==> config.mk <==
export PLATFORM = sky130hd
export DESIGN_NAME = interconnect_link_sender_flat
export DESIGN_NICKNAME = d
export VERILOG_FILES = /design/src/rtl/interconnect_link_sender_if.sv /design/src/rtl/interconnect_link_sender.sv /design/src/flat_wrapper.sv
export SDC_FILE = /design/constraint.sdc
export NUM_CORES = 1
export LEC_CHECK = 0
export BUFFER_PORTS_ARGS = -buffer_cell sky130_fd_sc_hd__buf_2
export CAP_MARGIN = 20
export CORE_ASPECT_RATIO = 1.5
export CORE_MARGIN = 2
export CORE_UTILIZATION = 45
export CTS_BUF_LIST = sky130_fd_sc_hd__clkbuf_2 sky130_fd_sc_hd__clkbuf_4 sky130_fd_sc_hd__clkbuf_8
export CTS_CLUSTER_DIAMETER = 60
export DETAILED_ROUTE_END_ITERATION = 10
export PLACE_DENSITY = 0.67
export SLEW_MARGIN = 30
export SYNTH_ARGS = -nofsm -noshare
export SYNTH_HDL_FRONTEND = slang
export SYNTH_SLANG_ARGS = --single-unit
==> constraint.sdc <==
create_clock -name clock -period 5.25 [get_ports clock]
set_clock_uncertainty 0.05 [all_clocks]
set_input_delay 0 -clock clock [delete_from_list [all_inputs] [get_ports clock]]
set_output_delay 0 -clock clock [all_outputs]
set_load 0.05 [all_outputs]
==> src/rtl/interconnect_link_sender_if.sv <==
// Package and link interface for the interconnect link sender.
//
// tia_pkg holds the link geometry constants shared by the sender, the
// receiver and the bench.
//
// interconnect_link_if bundles one request/acknowledge pair per physical
// plane together with that plane's tag and data lines.
//   reqs        sender -> receiver   per-plane "head entry is valid"
//   acks        receiver -> sender   per-plane "take the head entry"
//   tag_lines   sender -> receiver   per-plane tag of the head entry
//   data_lines  sender -> receiver   per-plane word of the head entry
// Modports: sender/receiver, with master/slave as equivalent aliases.

package tia_pkg;
  localparam int TIA_NUM_PHYSICAL_PLANES = 2;
  localparam int TIA_TAG_WIDTH           = 4;
  localparam int TIA_WORD_WIDTH          = 32;
endpackage

interface interconnect_link_if;
  import tia_pkg::*;

  logic [TIA_NUM_PHYSICAL_PLANES-1:0]                     reqs;
  logic [TIA_NUM_PHYSICAL_PLANES-1:0]                     acks;
  logic [TIA_NUM_PHYSICAL_PLANES-1:0][TIA_TAG_WIDTH-1:0]  tag_lines;
  logic [TIA_NUM_PHYSICAL_PLANES-1:0][TIA_WORD_WIDTH-1:0] data_lines;

  modport sender   (output reqs, output tag_lines, output data_lines, input acks);
  modport receiver (input reqs, input tag_lines, input data_lines, output acks);
  modport master   (output reqs, output tag_lines, output data_lines, input acks);
  modport slave    (input reqs, input tag_lines, input data_lines, output acks);
endinterface

==> src/rtl/interconnect_link_sender.sv <==
// interconnect_link_sender
// Transmit end of an interconnect link. Each physical plane owns an
// independent DEPTH-entry FIFO; the head entry is presented on the link
// and popped when the receiver acknowledges it. There is no ordering
// between planes, and a stall on one plane never affects another.
//
// Ports:
//   clock                     rising-edge clock for all state
//   reset                     synchronous, active-high
//   enq_valid[P]              per-plane enqueue request
//   enq_ready[P]              per-plane "queue not full" (state only)
//   enq_tag[P], enq_data[P]   entry to enqueue
//   output_interconnect_link  sender side: drives reqs/tag_lines/data_lines,
//                             samples acks
//   quiescent                 all plane queues empty
//   stall_count[P]            (TIA_LINK_SENDER_STATS_EN only) saturating
//                             count of cycles with reqs && !acks
//
// Optional feature macro: TIA_LINK_SENDER_STATS_EN

module interconnect_link_sender
  import tia_pkg::*;
#(
  parameter int DEPTH = 2
) (
  input  logic                                               clock,
  input  logic                                               reset,
  input  logic [TIA_NUM_PHYSICAL_PLANES-1:0]                 enq_valid,
  output logic [TIA_NUM_PHYSICAL_PLANES-1:0]                 enq_ready,
  input  logic [TIA_NUM_PHYSICAL_PLANES-1:0][TIA_TAG_WIDTH-1:0]  enq_tag,
  input  logic [TIA_NUM_PHYSICAL_PLANES-1:0][TIA_WORD_WIDTH-1:0] enq_data,
  interconnect_link_if.sender                                output_interconnect_link,
  output logic                                               quiescent
`ifdef TIA_LINK_SENDER_STATS_EN
  ,
  output logic [TIA_NUM_PHYSICAL_PLANES-1:0][15:0]           stall_count
`endif
);

  localparam int P     = TIA_NUM_PHYSICAL_PLANES;
  localparam int PTR_W = $clog2(DEPTH);
  localparam int CNT_W = PTR_W + 1;

  logic [TIA_TAG_WIDTH-1:0]  tag_mem  [P][DEPTH];
  logic [TIA_WORD_WIDTH-1:0] data_mem [P][DEPTH];

  logic [PTR_W-1:0] head_q  [P];
  logic [PTR_W-1:0] head_d  [P];
  logic [PTR_W-1:0] tail_q  [P];
  logic [PTR_W-1:0] tail_d  [P];
  logic [CNT_W-1:0] count_q [P];
  logic [CNT_W-1:0] count_d [P];

  logic [P-1:0] not_empty;
  logic [P-1:0] enq_fire;
  logic [P-1:0] deq_fire;

  // Per-plane next-state. Readiness depends only on the registered count,
  // so a dequeue on the same edge never lets a full queue accept.
  always_comb begin
    for (int p = 0; p < P; p++) begin
      not_empty[p] = (count_q[p] != '0);
      enq_ready[p] = (count_q[p] < CNT_W'(DEPTH));
      enq_fire[p]  = enq_valid[p] && enq_ready[p];
      deq_fire[p]  = not_empty[p] && output_interconnect_link.acks[p];

      head_d[p]  = deq_fire[p] ? head_q[p] + PTR_W'(1) : head_q[p];
      tail_d[p]  = enq_fire[p] ? tail_q[p] + PTR_W'(1) : tail_q[p];

      count_d[p] = count_q[p];
      if (enq_fire[p] && !deq_fire[p]) begin
        count_d[p] = count_q[p] + CNT_W'(1);
      end else if (!enq_fire[p] && deq_fire[p]) begin
        count_d[p] = count_q[p] - CNT_W'(1);
      end
    end
  end

  // Pointer and occupancy registers; reset drops any pending entries.
  always_ff @(posedge clock) begin
    for (int p = 0; p < P; p++) begin
      if (reset) begin
        head_q[p]  <= '0;
        tail_q[p]  <= '0;
        count_q[p] <= '0;
      end else begin
        head_q[p]  <= head_d[p];
        tail_q[p]  <= tail_d[p];
        count_q[p] <= count_d[p];
      end
    end
  end

  // Entry storage is deliberately unreset; only written on an accepted
  // enqueue, so undriven enq_tag/enq_data never reach the storage.
  always_ff @(posedge clock) begin
    for (int p = 0; p < P; p++) begin
      if (enq_fire[p] && !reset) begin
        tag_mem[p][tail_q[p]]  <= enq_tag[p];
        data_mem[p][tail_q[p]] <= enq_data[p];
      end
    end
  end

  // Link outputs: the head entry is shown only while the queue holds
  // something, otherwise the lines are forced to zero so unwritten or
  // stale storage is never visible.
  always_comb begin
    for (int p = 0; p < P; p++) begin
      output_interconnect_link.reqs[p]       = not_empty[p];
      output_interconnect_link.tag_lines[p]  = '0;
      output_interconnect_link.data_lines[p] = '0;
      if (not_empty[p]) begin
        output_interconnect_link.tag_lines[p]  = tag_mem[p][head_q[p]];
        output_interconnect_link.data_lines[p] = data_mem[p][head_q[p]];
      end
    end
  end

  assign quiescent = ~|not_empty;

`ifdef TIA_LINK_SENDER_STATS_EN
  logic [15:0] stall_q [P];
  logic [15:0] stall_d [P];

  // Stall counters saturate rather than wrap so a long stall is never
  // mistaken for a short one.
  always_comb begin
    for (int p = 0; p < P; p++) begin
      stall_d[p] = stall_q[p];
      if (not_empty[p] && !output_interconnect_link.acks[p] && (stall_q[p] != 16'hFFFF)) begin
        stall_d[p] = stall_q[p] + 16'd1;
      end
      stall_count[p] = stall_q[p];
    end
  end

  // Stall counter registers.
  always_ff @(posedge clock) begin
    for (int p = 0; p < P; p++) begin
      if (reset) begin
        stall_q[p] <= '0;
      end else begin
        stall_q[p] <= stall_d[p];
      end
    end
  end
`endif

endmodule

==> src/flat_wrapper.sv <==
// flat-port wrapper written by rule: the top's interface ports become plain ports
module interconnect_link_sender_flat import tia_pkg::*;
#(
  parameter int DEPTH = 2
)
  (clock, reset, enq_valid, enq_ready, enq_tag, enq_data, quiescent, output_interconnect_link_reqs, output_interconnect_link_tag_lines, output_interconnect_link_data_lines, output_interconnect_link_acks);
  interconnect_link_if output_interconnect_link_i ();
  input  logic clock;
  input  logic reset;
  input  logic [TIA_NUM_PHYSICAL_PLANES-1:0] enq_valid;
  output logic [TIA_NUM_PHYSICAL_PLANES-1:0] enq_ready;
  input  logic [TIA_NUM_PHYSICAL_PLANES-1:0][TIA_TAG_WIDTH-1:0] enq_tag;
  input  logic [TIA_NUM_PHYSICAL_PLANES-1:0][TIA_WORD_WIDTH-1:0] enq_data;
  output logic quiescent;
  output wire logic [$bits(output_interconnect_link_i.reqs)-1:0] output_interconnect_link_reqs;
  output wire logic [$bits(output_interconnect_link_i.tag_lines)-1:0] output_interconnect_link_tag_lines;
  output wire logic [$bits(output_interconnect_link_i.data_lines)-1:0] output_interconnect_link_data_lines;
  input wire logic [$bits(output_interconnect_link_i.acks)-1:0] output_interconnect_link_acks;
  assign output_interconnect_link_reqs = output_interconnect_link_i.reqs;
  assign output_interconnect_link_tag_lines = output_interconnect_link_i.tag_lines;
  assign output_interconnect_link_data_lines = output_interconnect_link_i.data_lines;
  assign output_interconnect_link_i.acks = output_interconnect_link_acks;
  interconnect_link_sender #(.DEPTH(DEPTH)) u_core (.clock(clock), .reset(reset), .enq_valid(enq_valid), .enq_ready(enq_ready), .enq_tag(enq_tag), .enq_data(enq_data), .output_interconnect_link(output_interconnect_link_i), .quiescent(quiescent));
endmodule
* Yosys cells after proc, flatten, opt, wreduce, memory -nomap -nowiden
Memories as Yosys holds them, arrays and structs flattened.
Index checks and enable logic that the tools add are counted.
** Storage, ports and cells
- Register bits :: 0
- RAM bits :: 152
- Input port bits :: 78
- Output and inout port bits :: 77
- Word-level logic and storage cells :: 99
- Memories :: 5
** Memories
- u_core.data_mem :: depth 2, bits a word 64, read ports 2, clocked after Yosys merged registers in 0, write ports 2, RTL line interconnect_link_sender.sv:45 : logic [TIA_WORD_WIDTH-1:0] data_mem [P][DEPTH];
- u_core.tag_mem :: depth 2, bits a word 8, read ports 2, clocked after Yosys merged registers in 0, write ports 2, RTL line interconnect_link_sender.sv:44 : logic [TIA_TAG_WIDTH-1:0] tag_mem [P][DEPTH];
- u_core.count_q :: depth 2, bits a word 2, read ports 2, clocked after Yosys merged registers in 0, write ports 2, RTL line interconnect_link_sender.sv:51 : logic [CNT_W-1:0] count_q [P];
- u_core.head_q :: depth 2, bits a word 1, read ports 2, clocked after Yosys merged registers in 0, write ports 2, RTL line interconnect_link_sender.sv:47 : logic [PTR_W-1:0] head_q [P];
- u_core.tail_q :: depth 2, bits a word 1, read ports 2, clocked after Yosys merged registers in 0, write ports 2, RTL line interconnect_link_sender.sv:49 : logic [PTR_W-1:0] tail_q [P];
** Operators by class
- Add/subtract/negate cells :: 8
- Magnitude comparators :: 8
- Multiplexer cells :: 47
- Bitwise operators :: 10
- Reductions and logical operators :: 21
** Operator list (count)
- $mux 32 :: 10
- $mux 64 :: 2
- $demux 32 s1 :: 2
- $mux 4 :: 10
- $mux 8 :: 2
- $mux 1 :: 13
- $logic_and 1x1->1 :: 12
- $mux 2 :: 6
- $demux 4 s1 :: 2
- $ge 2x2->1 const B :: 4
- $not 1->2 :: 4
- $logic_not 1->1 :: 6
- $or 1x1->1 :: 6
- $add 1x1->1 const B :: 4
- $add 2x1->2 const B :: 2
- $lt 2x1->1 const B :: 2
- $lt 2x2->1 const B :: 2
- $reduce_bool 2->1 :: 2
- $sub 2x1->2 const B :: 2
- $reduce_or 2->1 :: 1

* Logic depth before layout (Yosys ltp)
- Depth after elaboration :: 7
- Mapped depth :: 5
- Depth with buffers taken out :: 5

* Least setup slack after synthesis
No wires, ideal clock.
- Kind :: reg2reg
- Start :: memory u_core.count_q[1][1] in the netlist's numbering
- End :: memory u_core.data_mem[0][100] in the netlist's numbering (enable)
- Setup time :: 0.482 ns
- Arrival :: 3.265 ns
- Required time :: 4.718 ns
- Slack :: 1.454 ns
- Cell stages (with the launch flop) :: 3
- Buffers on the path :: 0
- Period minus slack after synthesis :: 3.796 ns
- Path through :: dfxtp_1 nor2b_1 nor3b_1
** RTL lines (RTL line)
- start, declared :: interconnect_link_sender.sv:51
- end, declared :: interconnect_link_sender.sv:45

==> impl_results.md <==
- Status: completed
- Leak Pwr: 3.058 nW
- DIE AREA: 0.01390 mm²
- Hold Path Stages: 5
- Seq pwr share: 0.370
- Peak VDD IR: 0.3806 mV
- Number of remaining DRC errors: 0
- RSZ-0062 raised after global routing: false
- Mean Syn Cell Area: 16.75 µm²
- Syn Inst Count: 348
- Tightest Pin Transition: 0.8673 ns
- CTS tree: done
- Fillers: 975
- Cts repair resizes: 0
- Critical Path RT: 5.20 ns
- Pin count of the biggest net entering global routing: 38
- Layout area overhead: 35.32%
- Max-slew headroom: 0.4218
- Int Power: 2.379 mW
- Clock slew at reported path FFs: 0.08 ns
- CTS max path bufs: 2
- Chip height: 143.4 µm
- Detailed Route Iter0 Violations: 150
- R2R depth: 2
- Hold WC Path Type: in2reg
- Routed WL: 11.47 mm
- Final Cell Area: 0.007886 mm²
- Dpl cells: 647
- Rows: 50
- Fin. max-slew vios: 0
- Drt first pass iters: 4
- H-tree depth: 4
- Core area: 0.01257 mm²
- Adder-cell share of the synthesized area: 0.004294
- Final hold vios: 0
- Seq cells post-synth: 152
- First-pass GRT wire length: 18.56 mm
- Comb pwr share: 0.431
- Largest family of logic cells by synthesized area: multiplexers
- Share of cells above drive strength 1: 0.3250
- Setup Total Neg Slack: 0 ns
- Hpwl dp: 7.092 mm
- Seq/Total Area, Yosys: 0.7694
- Minimum clock period: 1.889 ns
- Cts-stage hold buffer count: 77
- Port buffer count: 154
- Setup ws final: 3.361 ns
- ANT cells: 0
- Mapped cell area: 0.005828 mm²
- Commonest non-fill, non-tap cells in the layout: 154 x buf_2, 144 x edfxtp_1, 79 x nor2_1, 77 x dlygate4sd3_1, 72 x mux2i_1
- PwrDens: 552.2 mW/mm²
- Crit start category: flip-flop
- Fin crit share: 0.3599
- Sw power: 1.976 mW
- Placed cell area: 0.006728 mm²
- Num CTS Buffers: 17
- Syn nets: 428
- Total of max-cap violations: 0
- Critical Path Sink Type: primary output
- GRT Util Overall: 0.1687
- Routed via count: 3,657
- Post-Synth Simple-Gate Area: 0.06290
- Global route overflow: 0
- Switching share of power: 0.4537
- Initial antenna violation count: 0
- Dpl ws: 3.334 ns
- Post-CTS setup buffers: 0
- Initial Util: 0.4635
- Clock Latency Late Sink: 0.42 ns
- Vias per inst: 4.837
- Synth Warn #: 0
- Max FO, Critical Path: 37
- Synth unique cells: 19
- Final nets: 667
- Routed Antenna Nets: 0
- Clock share of power: 0.199
- GP Congestion: 0.7365
- Die W: 96.92 µm
- Final total power: 4.355 mW
- I/O Pins: 155
- Final setup viols: 0
- Post-synthesis mux area share: 0.1237
- Commonest non-fill, non-tap cell in the layout: buf_2
- Post-route insts no fill: 756
- Wirelength per Cell: 15.17 µm
- Vias in the first global route: 3,922
- Fmax: 529.3 MHz
- Clock Tree Root: clkbuf_8
- Post-synthesis xor/xnor area fraction: 0.01202
- CP arrival: 1.84 ns
- Post-synthesis compound-gate area fraction: 0.005152
- CTS sink count: 152
- WS Path Type: reg2out
[synth_stat cells, drive strengths merged]
master	n	area [µm²]
nor3b	2	15.01
o21ai	4	20.02
and3b	2	17.52
buf	14	112.6
nor2	81	309.0
dfxtp	8	160.2
edfxtp	144	4324
nor2b	2	12.51
a21oi	2	10.01
xor2	6	52.55
or3	2	12.51
ha	2	25.02
xnor2	2	17.52
mux2i	72	720.7
clkbuf	1	3.750
inv	4	15.01
[power groups by stage]
stage / clock network, mW / registers, mW / logic [mW]
floorplan: 0 / 1.53 / 1.55
global placement: 0 / 1.63 / 1.84
detailed placement: 0 / 1.64 / 1.84
CTS: 0.892 / 1.62 / 1.89
global route: 0.938 / 1.63 / 1.99
finish: 0.866 / 1.61 / 1.88
[critical path: stages (launching register included)]
cell,delay [ns]
dfxtp_4,0.78
mux2i_1,0.17
nor2_1,0.16
buf_2,0.29
[metal layers]
layer | vias to the layer above | GRT usage | wire (µm)
met3 | 7 | 0.05107 | 719
met5 | - | 0 | 0
met4 | 0 | 0.05560 | 76
li1 | 1760 | - | -
met2 | 140 | 0.2990 | 6015
met1 | 1750 | 0.1964 | 4659
[path summary, 6_finish.rpt]
path	from	to	slack, ns
max reg2reg	u_core.count_q[1][1]	u_core.tag_mem[0][10]	3.37
max	u_core.head_q[0]	output_interconnect_link_data_lines[29]	3.36
min	output_interconnect_link_acks[1]	u_core.count_q[1][0]	0.14
min reg2reg	u_core.count_q[1][1]	u_core.count_q[1][1]	0.50
[registers in the layout, indices dropped and copies added, names as in the netlist]
register / cells
u_core.head_q: 2
u_core.tail_q: 2
u_core.count_q: 4
u_core.data_mem: 128
u_core.tag_mem: 16
[kinds of logic after synthesis]
group           Yosys count
flops                   152
simple gates             89
mux                      72
buf+inv                  19
xor+xnor                  8
compound gates            6
fa+ha+maj                 2
[stage by stage]
step,util,hold slack (ns)
floorplan,-,0.04887
CTS,0.6272,0.1124
detailed placement,0.5350,0.1413
global placement,0.5346,0.1393
global route,0.6272,0.1730
finish,0.6272,0.1417
[area by class of cell]
type                       instances  area, µm²  share of cell area
inverter                           4      15.01            0.001904
multi-input combinational        177       1225              0.1553
timing repair buffer             235       1572              0.1993
sequential                       152       4492              0.5696
clock buffer                      18      241.5             0.03062
tap                              156      195.2             0.02475
clock inverter                    14      146.4             0.01856
(Power assumes the default switching activity.)
